<file path="src/rtl/multicycle_sequencer.sv">
// Multi-cycle FETCH/DECODE/EXECUTE/MEMORY/WRITEBACK sequencer with memory-wait watchdog.
// Define SEQ_PERF_COUNTERS_EN to build the retired-instruction and cycle counters.
module multicycle_sequencer #(
  parameter int MEM_TIMEOUT = 15,
  parameter int CNT_W       = 32
) (
  input  logic             clock,
  input  logic             reset,
  input  logic [1:0]       type_code,
  input  logic             load,
  input  logic             should_branch_to_link,
  input  logic             set_cond_bit,
  input  logic             write_condition,
  input  logic             imem_ready,
  input  logic             dmem_ready,
  output logic             imem_req,
  output logic             ir_load,
  output logic             dmem_req,
  output logic             dmem_we,
  output logic             reg_write,
  output logic             wb_sel_ram,
  output logic             cpsr_write,
  output logic             pc_write,
  output logic [1:0]       pc_src,
  output logic [2:0]       state,
  output logic             fault,
  output logic [CNT_W-1:0] instr_count,
  output logic [CNT_W-1:0] cycle_count
);

  typedef enum logic [2:0] {
    S_FETCH     = 3'd0,
    S_DECODE    = 3'd1,
    S_EXECUTE   = 3'd2,
    S_MEMORY    = 3'd3,
    S_WRITEBACK = 3'd4,
    S_FAULT     = 3'd5
  } state_t;

  localparam logic [7:0] TIMEOUT = 8'(MEM_TIMEOUT);

  state_t     cur, nxt;
  logic [7:0] wait_cnt;
  logic [1:0] op_type;
  logic       op_load;

  assign state = cur;
  assign fault = (cur == S_FAULT);

  always_comb begin
    nxt        = cur;
    imem_req   = 1'b0;
    ir_load    = 1'b0;
    dmem_req   = 1'b0;
    dmem_we    = 1'b0;
    reg_write  = 1'b0;
    wb_sel_ram = 1'b0;
    cpsr_write = 1'b0;
    pc_write   = 1'b0;
    pc_src     = 2'b00;
    case (cur)
      S_FETCH: begin
        imem_req = 1'b1;
        if (imem_ready) begin
          ir_load = 1'b1;
          nxt     = S_DECODE;
        end else if (wait_cnt == TIMEOUT) begin
          nxt = S_FAULT;
        end
      end
      S_DECODE: nxt = S_EXECUTE;
      S_EXECUTE: begin
        cpsr_write = set_cond_bit & write_condition;
        case (type_code)
          2'b00: nxt = S_WRITEBACK;
          2'b01: nxt = S_MEMORY;
          2'b10: begin
            pc_write = 1'b1;
            if (write_condition)
              pc_src = should_branch_to_link ? 2'b10 : 2'b01;
            nxt = S_FETCH;
          end
          default: nxt = S_FAULT;
        endcase
      end
      S_MEMORY: begin
        dmem_req = 1'b1;
        dmem_we  = op_load & write_condition;
        if (dmem_ready) begin
          if (!op_load) begin
            wb_sel_ram = 1'b1;
            nxt        = S_WRITEBACK;
          end else begin
            pc_write = 1'b1;
            nxt      = S_FETCH;
          end
        end else if (wait_cnt == TIMEOUT) begin
          nxt = S_FAULT;
        end
      end
      S_WRITEBACK: begin
        reg_write  = write_condition;
        wb_sel_ram = (op_type == 2'b01) && !op_load;
        pc_write   = 1'b1;
        nxt        = S_FETCH;
      end
      default: nxt = S_FAULT;
    endcase
    // Strobes must drop the instant reset asserts, before the flops settle.
    if (!reset) begin
      imem_req   = 1'b0;
      ir_load    = 1'b0;
      dmem_req   = 1'b0;
      dmem_we    = 1'b0;
      reg_write  = 1'b0;
      wb_sel_ram = 1'b0;
      cpsr_write = 1'b0;
      pc_write   = 1'b0;
      pc_src     = 2'b00;
    end
  end

  always_ff @(posedge clock or negedge reset) begin
    if (!reset) begin
      cur      <= S_FETCH;
      wait_cnt <= 8'd0;
      op_type  <= 2'b00;
      op_load  <= 1'b0;
    end else begin
      cur <= nxt;
      if (nxt != cur)
        wait_cnt <= 8'd0;
      else if ((cur == S_FETCH && !imem_ready) || (cur == S_MEMORY && !dmem_ready))
        wait_cnt <= wait_cnt + 8'd1;
      if (cur == S_EXECUTE) begin
        op_type <= type_code;
        op_load <= load;
      end
    end
  end

`ifdef SEQ_PERF_COUNTERS_EN
  logic             retire;
  logic [CNT_W-1:0] instr_q, cycle_q;

  // Retire points: taken/untaken branch, completed store, any writeback.
  assign retire = (cur == S_EXECUTE && type_code == 2'b10) ||
                  (cur == S_MEMORY && dmem_ready && op_load) ||
                  (cur == S_WRITEBACK);

  always_ff @(posedge clock or negedge reset) begin
    if (!reset) begin
      instr_q <= '0;
      cycle_q <= '0;
    end else begin
      if (retire)
        instr_q <= instr_q + CNT_W'(1);
      if (cur != S_FAULT)
        cycle_q <= cycle_q + CNT_W'(1);
    end
  end

  assign instr_count = instr_q;
  assign cycle_count = cycle_q;
`else
  assign instr_count = '0;
  assign cycle_count = '0;
`endif

endmodule

</file>
<file path="config.mk">
export PLATFORM = sky130hd
export DESIGN_NAME = multicycle_sequencer
export DESIGN_NICKNAME = d
export VERILOG_FILES = /design/src/rtl/multicycle_sequencer.sv
export SDC_FILE = /design/constraint.sdc
export NUM_CORES = 1
export LEC_CHECK = 0
export ABC_AREA = 0
export BUFFER_PORTS_ARGS = -buffer_cell sky130_fd_sc_hd__buf_2
export CAP_MARGIN = 20
export CORE_MARGIN = 4
export CORE_UTILIZATION = 45
export CTS_BUF_LIST = sky130_fd_sc_hd__clkbuf_4
export DETAILED_ROUTE_END_ITERATION = 6
export PLACE_DENSITY = 0.88
export RECOVER_POWER = 100
export REMOVE_ABC_BUFFERS = 1
export SLEW_MARGIN = 20
export SYNTH_ARGS = -nofsm -noshare
export SYNTH_HDL_FRONTEND = slang
export SYNTH_SLANG_ARGS = --single-unit
</file>
<file path="constraint.sdc">
create_clock -name clock -period 2.2 [get_ports clock]
set_clock_uncertainty 0.15 [all_clocks]
set_input_delay 0.11 -clock clock [delete_from_list [all_inputs] [get_ports clock]]
set_output_delay 0.11 -clock clock [all_outputs]
set_load 0.02 [all_outputs]
</file>
## Word-level counts from Yosys, hierarchy flattened

Cells that the tools add are included.

- Equal/unequal tests: 10
- Bitwise operators: 2
- Reductions and logical operators: 10
- $add $sub $neg: 1
- Multiplexer cells: 35

Operators by type and width:

| cell | count |
|---|---|
| two-way mux 1 bit | 20 |
| two-way mux 8 bit | 2 |
| case mux 3 bit (5 select lines) | 1 |
| two-way mux 3 bit | 4 |
| two-way mux 2 bit | 5 |
| case mux 3 bit (3 select lines) | 1 |
| adder 8 x 1 -> 8 bit, second input constant | 1 |
| equality test 8 x 4 -> 1 bit, second input constant | 1 |
| equality test 3 x 2 -> 1 bit, second input constant | 2 |
| equality test 3 bit, second input constant | 2 |
| equality test 2 x 1 -> 1 bit, second input constant | 2 |
| equality test 3 x 1 -> 1 bit, second input constant | 1 |
| logical AND 1 bit | 3 |
| logical NOT 1 bit | 3 |
| logical NOT 3 bit | 1 |
| != test 3 bit | 1 |
| case mux 1 bit (3 select lines) | 1 |
| AND 1 bit | 2 |
| equality test 2 bit, second input constant | 1 |
| logical NOT 2 bit | 1 |
| case mux 1 bit (2 select lines) | 1 |
| nonzero test 2 bit | 1 |
| logical OR 1 bit | 1 |

- Input bits: 10
- Output and inout port bits: 78
- Flip-flop bits (word level): 14
- Logic and storage cells: 62

## Longest topological paths before layout

Gate-level depths: netlist of the first run.

- Word-level depth: 6
- Depth in mapped cells: 6
- Gate-level depth less buffers: 6

## Least setup slack after synthesis of the first run

OpenSTA, ideal clock, no wires.

- Path kind: reg2out
- From: reg cur[1], in the netlist state[1]
- To: out wb_sel_ram
- Data required time: 1.940 ns
- Arrival time: 1.665 ns
- Cell stages (with the launch flop): 5
- Slack: 0.275 ns
- Path buffers: 1
- Cell sequence: dfrtp_1 > clkbuf_1 > nor3b_1 > a32oi_1 > nor3b_1

- Word-level cells in the longest chain between the ends: 3
- Elaborated cells between the ends (all ways): 4
- Classes of those cells: eq/ne: 2; mux: 2

RTL lines:

| what | RTL line | text |
|---|---|---|
| start: declaration | 42 | `state_t cur, nxt;` |
| start signal: assignment | 130 | `cur <= nxt;` |
| equality test 3 bit / equality test 3 x 2 -> 1 bit (equally long branches) | 61 | `case (cur)` |
| case mux 1 bit (2 select lines) * | 61 |  |
| two-way mux 1 bit * | 110 | `if (!reset) begin` |
| end: declaration | 21 | `output logic wb_sel_ram,` |

Every way passes the cells marked *; elsewhere a longest branch is shown, timed or not.

## Worst setup path after layout of the first run

- From: reg cur[2], in the netlist state[2]
- To: out pc_src[1]

- Word-level cells in the longest chain between the ends: 3

RTL lines:

| what | RTL line | text |
|---|---|---|
| equality test 3 x 2 -> 1 bit | 61 |  |
| two-way mux 2 bit | 61 |  |
| two-way mux 2 bit | 110 |  |
| end: declaration | 24 | `output logic [1:0] pc_src,` |

Every way passes these cells.

==> results of run 1 <==
==> logic make-up after synthesis <==
logic type                 after synthesis  share of synthesized area
buffers and inverters                   74                      0.361
xor gates and xnor gates                 5                     0.0301
muxes                                    1                    0.00774
DFF                                     14                      0.241
adders and majority gates                4                     0.0344
and+or+nand+nor                         51                      0.200
other                                    1                    0.00258
AOI/OAI and AO/OA                       28                      0.123
==> critical path, cell delays in order, from the launching register on <==
cell      delay, ns
dfrtp_2        0.47
buf_4          0.19
or3b_4         0.43
nor2_2         0.16
and3_1         0.18
clkbuf_2       0.17
==> area by class of cell <==
cell class                 instances  area share
inverter                           5      0.0130
multi-input combinational        153       0.568
clock buffer                       3      0.0156
tap                               44      0.0381
sequential                        14       0.243
timing repair buffer              30       0.122
==> routing by layer <==
metal  wire length, µm  vias up  track usage
li1                  -      527            -
met1               999      499        0.132
met2              1370       49        0.206
met3               212        0      0.00520
met4                 0        0       0.0396
met5                 0        -            0
==> what timing repair did <==
| item | 4_1_cts | 5_1_grt |
|---|---|---|
| hold endpoints to repair | 17 | 0 |
| pin swaps | 0 | 0 |
| buffers inserted | 0 | 0 |
| hold buffers | 4 | 0 |
| gates resized for setup | 2 | 4 |
| endpoints found under the setup margin | 2 | 4 |
==> power by group through the flow <==
stage / clock (W) / combinational [W] / sequential [W]
global placement: 0 / 0.000705 / 0.000417
floorplan: 0 / 0.000455 / 0.000477
CTS: 0.000144 / 0.000724 / 0.000417
detailed placement: 0 / 0.000714 / 0.000421
finish: 0.000135 / 0.000737 / 0.000421
global route: 0.000153 / 0.000812 / 0.000432
==> how the worst max path moves through the flow <==
| stage | end | slack, ns |
|---|---|---|
| detailed placement | pc_src[0] | 0.27 |
| global route | pc_src[0] | 0.02 |
| finish | pc_src[1] | 0.07 |
| CTS | pc_src[0] | 0.02 |
| floorplan | wait_cnt[7]$_DFFE_PN0P_ | 0.18 |
| global placement | wait_cnt[7]$_DFFE_PN0P_ | 0.31 |
==> synth_stat cells, types with 2 or more instances <==
library cell | instances | area share
dfrtp_1 | 14 | 0.24
nor2_1 | 12 | 0.031
ha_1 | 4 | 0.034
inv_1 | 5 | 0.013
xor2_1 | 5 | 0.030
o21ai_0 | 4 | 0.014
nor2b_1 | 4 | 0.017
nor3b_1 | 2 | 0.010
clkbuf_1 | 4 | 0.010
and2_1 | 4 | 0.017
a31oi_1 | 2 | 0.0086
or3_1 | 2 | 0.0086
and3_1 | 5 | 0.022
nor3_1 | 3 | 0.010
buf_4 | 64 | 0.33
o211ai_1 | 2 | 0.010
o21ai_1 | 2 | 0.0069
nand2_1 | 9 | 0.023
o2111ai_1 | 2 | 0.012
a21oi_1 | 8 | 0.028
==> state kept, by name, summed over array words and instances, names as in the netlist <==
signal and cells:
state 3, op_type 2, wait_cnt 8, op_load 1
==> metrics by stage <==
step	utilization	worst slack, ns	hold slack (ns)
final	0.470	0.0738	0.0812
after CTS	0.469	0.0170	0.0731
after floorplan	-	0.176	-0.336
after global routing	0.470	0.0173	0.0853
after global placement	0.447	0.312	-0.110
after detailed placement	0.447	0.270	-0.105
==> results.json, run 1 <==
{
  "hold_end": "state[0]$_DFF_PN0_",
  "core-area_mm2": 0.00308,
  "grt_pass1_wl_um": 3840,
  "dpl.cell_count": 242,
  "fin_crit_ns": 2.13,
  "nets": 221,
  "antenna_found_initial": 0,
  "viasPerCell": 4.32,
  "ys_seq_area_frac": 0.241,
  "synth_edf_count": 0,
  "startpoint": "state[2]$_DFF_PN0_",
  "antenna-diode-count": 0,
  "synthDistinctLibCells": 41,
  "hold_depth": 3,
  "synth_flop_cell": "dfrtp_1",
  "hold_class": "input pin to register",
  "die_w_um": 64.8,
  "syn_area_mm2": 0.00145,
  "post-route-period-util": 0.966,
  "p_clk_frac": 0.105,
  "combPwrFrac": 0.570,
  "placed_area_mm2": 0.00138,
  "die_y_um": 64.8,
  "hold_viol_final": 0,
  "ys_seq_elements": 14,
  "dr_total_vias": 1075,
  "arrival_ns": 1.87,
  "grt_pass1_vias": 903,
  "final_cell_mix": "conb_1, buf_2, dfrtp_1",
  "synth_cells": 178,
  "fin_tns_setup_ns": 0,
  "p_leak_nw": 0.758,
  "cts_made_buffers": 3,
  "initial_utilization": 0.472,
  "grt_setup_unrepaired": "false",
  "overflow": 0,
  "rows": 20,
  "p_sw_frac": 0.499,
  "port_buffers": 23,
  "slew_violations": 0,
  "max_freq_mhz": 470,
  "place_congestion": 0.908,
  "clk_latency_ns": 0.27,
  "worstHoldStart": "imem_ready",
  "ff_latch_area_um2": 352,
  "cap_viol_max_count": 0,
  "mostFrequentLayoutCell": "conb_1",
  "tritoncts": "yes",
  "cp-start-kind": "register",
  "cp-end-kind": "primary output",
  "htreeDepth": 1,
  "cts.reportedPaths.clkPinSlew_ns": 0.08,
  "powerDensity_mw_per_mm2": 895,
  "instances_no_fill": 249,
  "grt.total_usage": 0.110,
  "cts-root-buf": "clkbuf_4",
  "area_growth_pct": -0.516,
  "first_pass_iters": 4,
  "drive_gt1_frac": 0.141,
  "regToRegSetupSlack_ns": 0.26,
  "relSlewSlack": 0.598,
  "crit_fanout": 10,
  "first_iter_violations": 68,
  "cts_sinks": 14,
  "die-area_mm2": 0.00420,
  "dp_hpwl_um": 2100,
  "cp.required_ns": 1.94,
  "clockBufferDepth": 2,
  "path_class": "register to primary output",
  "drc": 0,
  "nFillCells": 313,
  "ff2ff_path_depth": 4,
  "r2r_end": "wait_cnt[7]$_DFFE_PN0P_",
  "syn-mean-instance-area_um2": 8.17,
  "multi_input_area_um2": 822,
  "setup_violations": 0,
  "io_pins": 88,
  "vdd_drop_max_mv": 0.232,
  "total_power_w": 0.00129,
  "async_reset_ff_frac": 1.00,
  "switching_power_w": 0.000646,
  "post_drt_wl_per_cell_um": 10.3,
  "wl_um": 2580,
  "outcome": "finished, final reports clean",
  "seqPwrFrac": 0.326,
  "worst_pin_slew_ns": 0.600,
  "grt_max_degree": 21,
  "reg2reg_from": "state[2]$_DFF_PN0_",
  "stdcell_area_mm2": 0.00145,
  "ant_nets": 0,
  "internal_power_w": 0.000648,
  "synth_warnings": 0
}
Note: power is estimated with default switching activity, not from simulation.
==> run 2: changes to the inputs <==
--- a/config.mk
+++ b/config.mk
@@ -12,6 +12,7 @@
 export CORE_UTILIZATION = 45
 export CTS_BUF_LIST = sky130_fd_sc_hd__clkbuf_4
 export DETAILED_ROUTE_END_ITERATION = 6
+export HOLD_SLACK_MARGIN = 0.12
 export PLACE_DENSITY = 0.88
 export RECOVER_POWER = 100
 export REMOVE_ABC_BUFFERS = 1
==> run 2 against run 1 <==
Compared with the run above: maximum frequency unchanged; sequential cell count unchanged; die area unchanged; cell area up 0.69%; largest cell class unchanged; largest power group unchanged.
==> results.json, run 2 (synthesized netlist as in run 1, its figures left out) <==
{
  "outcome": "finished, final reports clean",
  "wl_um": 2600,
  "core-area_mm2": 0.00308,
  "place_congestion": 0.908,
  "drive_gt1_frac": 0.141,
  "switching_power_w": 0.000646,
  "instances_no_fill": 250,
  "rows": 20,
  "antenna_found_initial": 0,
  "cap_viol_max_count": 0,
  "path_class": "register to primary output",
  "combPwrFrac": 0.570,
  "arrival_ns": 1.87,
  "first_iter_violations": 38,
  "cts.reportedPaths.clkPinSlew_ns": 0.08,
  "p_sw_frac": 0.499,
  "grt_max_degree": 21,
  "fin_crit_ns": 2.13,
  "nFillCells": 312,
  "die_y_um": 64.8,
  "slew_violations": 0,
  "whs_ns": 0.134,
  "grt_setup_unrepaired": "false",
  "cp-start-kind": "register",
  "overflow": 0,
  "mostFrequentLayoutCell": "conb_1",
  "post_drt_wl_per_cell_um": 10.4,
  "dp_hpwl_um": 2100,
  "relSlewSlack": 0.598,
  "antenna-diode-count": 0,
  "port_buffers": 23,
  "clk_latency_ns": 0.27,
  "dr_total_vias": 1079,
  "crit_fanout": 10,
  "initial_utilization": 0.472,
  "htreeDepth": 1,
  "p_leak_nw": 0.763,
  "seqPwrFrac": 0.325,
  "max_freq_mhz": 470,
  "nets": 222,
  "drc": 0,
  "ant_nets": 0,
  "setup_violations": 0,
  "cp-end-kind": "primary output",
  "top_register": "wait_cnt",
  "hold_class": "input pin to asynchronous set/reset pin",
  "first_pass_iters": 4,
  "vdd_drop_max_mv": 0.232,
  "grt_pass1_wl_um": 3880,
  "clockBufferDepth": 2,
  "largest_reg_flops": 8,
  "cts_sinks": 14,
  "die-area_mm2": 0.00420,
  "tritoncts": "yes",
  "grt.total_usage": 0.112,
  "worst_pin_slew_ns": 0.600,
  "hold_viol_final": 0,
  "post-route-period-util": 0.966,
  "internal_power_w": 0.000649,
  "viasPerCell": 4.32,
  "cts_made_buffers": 3,
  "powerDensity_mw_per_mm2": 890,
  "total_power_w": 0.00130,
  "grt_pass1_vias": 915,
  "final_cell_mix": "conb_1, buf_2, dfrtp_1",
  "area_growth_pct": 0.172,
  "cp.required_ns": 1.94,
  "io_pins": 88,
  "die_w_um": 64.8,
  "cts-root-buf": "clkbuf_4",
  "p_clk_frac": 0.105,
  "fin_tns_setup_ns": 0,
  "postCtsSetupBuffers": 0,
  "final_core_util": 0.473,
  "dpl.cell_count": 242
}
run 2: changes by cell type in the layout (fill, tap and decap cells not counted):
cell | before | now
dlygate4sd3_1 | 4 | 5
run 2: layout make-up:
class | instances | area, µm² | area share
inverter | 5 | 18.8 | 0.0129
tap | 44 | 55.1 | 0.0378
sequential | 14 | 352 | 0.241
timing repair buffer | 31 | 186 | 0.128
multi-input combinational | 153 | 822 | 0.564
clock buffer | 3 | 22.5 | 0.0155
run 2: path summary, 6_finish.rpt:
kind	startpoint	endpoint	slack [ns]	cells past startpoint
hold / removal	reset	wait_cnt[6]$_DFFE_PN0P_	0.13	2
setup / recovery	state[2]$_DFF_PN0_	pc_src[1]	0.07	5
max in group asynchronous	reset	state[2]$_DFF_PN0_	1.47	2
setup reg to reg	state[2]$_DFF_PN0_	wait_cnt[7]$_DFFE_PN0P_	0.26	4
min in group clock	dmem_ready	state[1]$_DFF_PN0_	0.16	4
hold reg to reg	op_type[0]$_DFFE_PN0P_	op_type[0]$_DFFE_PN0P_	0.36	2
run 2: metal layers:
layer,vias up,track usage,part of all wire
met4,0,0.0396,0
met3,0,0.00520,0.082
met1,501,0.132,0.39
met5,-,0,0
li1,529,-,-
met2,49,0.211,0.53
run 2: worst max-delay path, stage by stage, from the launching register on:
cell      delay (ns)
dfrtp_2         0.47
buf_4           0.19
or3b_4          0.43
nor2_2          0.16
and3_1          0.18
clkbuf_2        0.17
run 2: repair_timing:
| item | CTS | global route |
|---|---|---|
| hold buffers | 5 | 0 |
| setup endpoints to repair | 2 | 4 |
| hold endpoints to repair | 18 | 0 |
| resized for setup | 2 | 4 |
run 2: power groups by stage:
stage,sequential [W],combinational [W],clock [W]
after global routing,0.000432,0.000813,0.000153
after detailed placement,0.000421,0.000714,0
after floorplan,0.000477,0.000455,0
after CTS,0.000417,0.000725,0.000144
after global placement,0.000417,0.000705,0
final,0.000421,0.000739,0.000135
run 2: per-stage QoR:
step / setup slack, ns / area [µm²]
2_1_floorplan: 0.176 / 1180
3_3_place_gp: 0.312 / 1380
3_5_place_dp: 0.270 / 1380
4_1_cts: 0.0170 / 1450
5_1_grt: 0.0173 / 1460
6_report: 0.0738 / 1460
